$ cat config.mk
export PLATFORM = sky130hd
export DESIGN_NAME = pipe_stage
export DESIGN_NICKNAME = d
export VERILOG_FILES = /design/src/rtl/pipe_stage_pkg.sv /design/src/rtl/flopenr.sv /design/src/rtl/pipe_stage.sv
export SDC_FILE = /design/constraint.sdc
export NUM_CORES = 1
export LEC_CHECK = 0
export ABC_CLOCK_PERIOD_IN_PS = 2350
export CAP_MARGIN = 20
export CORE_UTILIZATION = 45
export DETAILED_ROUTE_END_ITERATION = 8
export PLACE_DENSITY = 0.74
export SLEW_MARGIN = 20
export SYNTH_ARGS = -nofsm -noshare
export SYNTH_HDL_FRONTEND = slang
export SYNTH_SLANG_ARGS = --single-unit
export TNS_END_PERCENT = 1
$ cat constraint.sdc
create_clock -name clock -period 2.35 [get_ports clock]
set_input_delay 0.235 -clock clock [delete_from_list [all_inputs] [get_ports clock]]
set_output_delay 0.235 -clock clock [all_outputs]
set_load 0.02 [all_outputs]
$ cat src/rtl/pipe_stage_pkg.sv
// Pipeline definitions shared by the elastic stage: state encodings.
package pipe_stage_pkg;

    typedef enum logic [1:0] {
        ST_EMPTY = 2'b00,
        ST_BUSY  = 2'b01,
        ST_FULL  = 2'b10
    } state_t;

endpackage

$ cat src/rtl/flopenr.sv
// Enabled flip-flop with asynchronous active-high reset to a parameterised value.
module flopenr #(
    parameter int               WIDTH       = 32,
    parameter logic [WIDTH-1:0] RESET_VALUE = '0
) (
    input  logic             i_clock,
    input  logic             i_reset,
    input  logic             i_en,
    input  logic [WIDTH-1:0] i_d,
    output logic [WIDTH-1:0] o_q
);

    logic [WIDTH-1:0] r_q;

    always_ff @(posedge i_clock or posedge i_reset) begin
        if (i_reset) begin
            r_q <= RESET_VALUE;
        end else if (i_en) begin
            r_q <= i_d;
        end
    end

    assign o_q = r_q;

endmodule

$ cat src/rtl/pipe_stage.sv
// Elastic pipeline register: main + skid entry, valid/ready on both sides,
// synchronous flush. in_ready/out_valid/out_data all come straight from flops.
module pipe_stage
    import pipe_stage_pkg::*;
#(
    parameter int               WIDTH      = 32,
    parameter logic [WIDTH-1:0] RESET_DATA = '0
) (
    input  logic             clock,
    input  logic             reset,
    input  logic             flush,
    input  logic             in_valid,
    output logic             in_ready,
    input  logic [WIDTH-1:0] in_data,
    output logic             out_valid,
    input  logic             out_ready,
    output logic [WIDTH-1:0] out_data,
    output state_t           o_dbg_state
);

    // Handshake: a transfer happens on a side when valid and ready are both
    // high at the rising edge; valid must not wait on ready.
    state_t           r_state;
    state_t           w_state_next;
    logic             r_in_ready;
    logic             r_out_valid;
    logic             w_push;
    logic             w_pop;
    logic             w_main_en;
    logic             w_main_from_skid;
    logic             w_skid_en;
    logic [WIDTH-1:0] w_main_d;
    logic [WIDTH-1:0] w_skid_q;

    assign w_push = in_valid & r_in_ready;
    assign w_pop  = r_out_valid & out_ready;

    // Flags are registered from the next state so they never decode the illegal code.
    always_ff @(posedge clock or posedge reset) begin
        if (reset) begin
            r_state     <= ST_EMPTY;
            r_out_valid <= 1'b0;
            r_in_ready  <= 1'b1;
        end else begin
            r_state     <= w_state_next;
            r_out_valid <= (w_state_next != ST_EMPTY);
            r_in_ready  <= (w_state_next != ST_FULL);
        end
    end

    always_comb begin
        w_state_next = r_state;
        if (flush) begin
            w_state_next = ST_EMPTY;
        end else begin
            case (r_state)
                ST_EMPTY: if (w_push) w_state_next = ST_BUSY;
                ST_BUSY: begin
                    if (w_push && !w_pop)      w_state_next = ST_FULL;
                    else if (!w_push && w_pop) w_state_next = ST_EMPTY;
                end
                ST_FULL:  if (w_pop) w_state_next = ST_BUSY;
                default:  w_state_next = ST_EMPTY;
            endcase
        end
    end

    // Flush freezes both data registers; only the state is cleared.
    always_comb begin
        w_main_en        = 1'b0;
        w_main_from_skid = 1'b0;
        w_skid_en        = 1'b0;
        if (!flush) begin
            case (r_state)
                ST_EMPTY: w_main_en = w_push;
                ST_BUSY: begin
                    w_main_en = w_push & w_pop;
                    w_skid_en = w_push & ~w_pop;
                end
                ST_FULL: begin
                    w_main_en        = w_pop;
                    w_main_from_skid = 1'b1;
                end
                default: ;
            endcase
        end
    end

    assign w_main_d = w_main_from_skid ? w_skid_q : in_data;

    flopenr #(.WIDTH(WIDTH), .RESET_VALUE(RESET_DATA)) u_main (
        .i_clock (clock),
        .i_reset (reset),
        .i_en    (w_main_en),
        .i_d     (w_main_d),
        .o_q     (out_data)
    );

    flopenr #(.WIDTH(WIDTH), .RESET_VALUE(RESET_DATA)) u_skid (
        .i_clock (clock),
        .i_reset (reset),
        .i_en    (w_skid_en),
        .i_d     (in_data),
        .o_q     (w_skid_q)
    );

    assign in_ready    = r_in_ready;
    assign out_valid   = r_out_valid;
    assign o_dbg_state = r_state;

endmodule

==> metrics.md <==
| Metric | Value |
|---|---|
| Status | finished with violations |
| Failing checks | DRC |
| Core area | 6420 µm² |
| Largest cells by area after synthesis | dfrtp_1 (56%), mux2_2 (32%), mux2_1 (4.1%) |
| Clk sink count | 68 |
| VDD IR max | 0.544 mV |
| Die area | 7030 µm² |
| Fill count | 489 |
| Syn Nets | 228 |
| I/O pin count | 73 |
| Count leader, synth | mux2_2 |
| Gr ovfl total | 0 |
| Critical Path End Type | register |
| Commonest cells post-synth | mux2_2 (85), dfrtp_1 (67), mux2_1 (11) |
| Syn Inst Count | 191 |
| MaxCap Viol Count | 0 |
| DRT iter0 DRCs | 72 |
| Hold_ws | 0.304 ns |
| Final Hold Vio Count | 0 |
| Via count | 1787 |
| Slew Limit Headroom | 0.757 |
| Share of cells above drive strength 1 | 0.411 |
| WL/cell | 15.1 µm |
| First-pass GRT wire length | 9250 µm |
| Leakage | 1.67 nW |
| Fin nets | 307 |
| Pwr dens | 1120 nW/µm² |
| Clock latency on the worst-skew pair | 0.33 ns |
| Post-route ant nets | 0 |
| Post-synth EDFFs | 0 |
| Final setup margin | 0.546 ns |
| Synth Register Bits | 68 |
| Placed cells | 336 |
| Crit path time final | 1.80 ns |
| Initial Utilization | 0.470 |
| Cell area after synthesis | 3020 µm² |
| Synth area leader | dfrtp_1 |
| ANT cells | 0 |
| HPWL Detailed | 3370 µm |
| Avg Inst Size Synth | 15.8 µm² |
| Initial antenna violation count | 0 |
| Fin cells | 352 |
| Final Skew | 0.0105 ns |
| Yosys top cell area share | 0.556 |
| Ys flop type | dfrtp_1 |
| Reg clk slew, reported paths | 0.07 ns |
| RePlAce Congestion | 0.665 |
| Site row count | 29 |
| Post-placement cell area | 3830 µm² |
| Setup violators final | 0 |
| Hold Buf Count CTS | 0 |
| Total Routing Usage GR | 0.168 |
| Syn. warnings | 0 |
| Synth-to-Final Area Change | 35.3% |
| Die H | 83.9 µm |
| Via count of the first global-routing pass | 1912 |
| Die X | 83.9 µm |
| Final worst path period share | 0.768 |
| Post-CTS setup buffer count | 0 |
| # H-tree levels | 3 |
| Post-CTS resize count | 0 |
| Pin count of the biggest net entering global routing | 69 |
| Final TNS setup | 0 ns |
| Worst EP arrival | 2.01 ns |
| Post-Route WL | 5320 µm |
| CP Launch Type | register |
| Max clock buf depth | 2 |
| Register area share after synthesis | 0.565 |
| # port buffers | 72 |
| Cts bufs inserted | 9 |
| RSZ-0062 raised after global routing | no |
| Critical path class | register to register |
| Max-slew violation count | 0 |
| Final instance area | 4080 µm² |
| Worst min path class | primary input to async pin |
| CTS tree | yes |
| Place WS | 0.268 ns |
| Fmax | 554 MHz |
| Distinct cell type count after synthesis | 21 |
| Max Fanout on Critical Path | 32 |
| Post-route DRC | 12 |
| Asr flop ratio synth | 1.00 |
| Slew @ Worst Pin | 0.364 ns |
| Drt first pass iters | 8 |
| Critical Path RT | 2.56 ns |
| Via density | 5.08 |
| Root Driver | clkbuf_8 |
==> placed cells by master (no fill, tap or decap) <==
cell and instances:
bufinv_16 3, nand2_1 1, dfrtp_1 67, mux2_2 85, inv_2 1, a21bo_2 1
clkbuf_8 11, clkdlybuf4s50_1 72, dfstp_2 1, a2bb2oi_1 1, a211oi_4 1, inv_1 1
a21o_1 1, clkinv_2 1, nor3b_4 1, nand4b_1 1, a21o_2 1, buf_12 3
nand3b_1 1, a21oi_1 3, clkbuf_1 1, nor2_4 1, nand3_1 1, mux2_1 11
buf_4 2, nand2b_4 1, o21bai_1 1
==> path summary, 6_finish.rpt <==
| kind | startpoint | endpoint | cells past startpoint | slack (ns) |
|---|---|---|---|---|
| hold / removal | reset | u_main.o_q[23] | 3 | 0.30 |
| min in group clock | u_skid.o_q[15] | u_skid.o_q[15] | 1 | 0.49 |
| setup / recovery | o_dbg_state[1] | u_main.o_q[31] | 4 | 0.55 |
| setup reg to reg | o_dbg_state[1] | u_main.o_q[31] | 4 | 0.55 |
| max in group asynchronous | reset | in_ready | 3 | 1.73 |
| hold reg to reg | u_skid.o_q[15] | u_skid.o_q[15] | 1 | 0.49 |
==> cell families after synthesis <==
| logic type | count (synthesis) | share of synthesized area |
|---|---|---|
| flops | 68 | 0.565 |
| simple gates | 7 | 0.0212 |
| buf+inv | 11 | 0.0299 |
| mux | 96 | 0.359 |
| compound gates | 9 | 0.0257 |
==> flip-flops by register name (all words and copies together) (netlist names) <==
name and flops:
u_main.o_q 32, u_skid.o_q 32, o_dbg_state 2, in_ready 1, out_valid 1
==> layout make-up <==
class	count	area [µm²]	area share
Sequential cell	68	1700	0.417
Multi-Input combinational cell	112	1230	0.301
Timing Repair Buffer	77	796	0.195
Clock buffer	12	155	0.0380
Tap cell	77	96.3	0.0236
Clock inverter	4	95.1	0.0233
Inverter	2	7.51	0.00184
==> power by group <==
group	internal, W	total (W)	switching [W]
clock	0.000762	0.00117	0.000412
combinational	0.000881	0.00149	0.000607
sequential	0.00168	0.00193	0.000250
total	0.00332	0.00459	0.00127
==> worst max-delay path: stages, from the launching register on <==
cell     delay, ns
dfrtp_1       0.52
nor3b_4       0.29
buf_12        0.25
mux2_2        0.36
mux2_2        0.26
==> routing by layer <==
metal	up-vias	GRT usage	wire length [µm]
li1	847	-	-
met1	900	0.229	2560
met2	36	0.263	2510
met3	4	0.0326	191
met4	0	0.0705	61
met5	-	0	0
==> per-stage QoR <==
step           power (W)  utilization
2_1_floorplan    0.00278            -
3_3_place_gp     0.00341        0.596
3_5_place_dp     0.00345        0.596
4_1_cts          0.00465        0.635
5_1_grt          0.00485        0.635
6_report         0.00459        0.635
(Power assumes the default switching activity.)
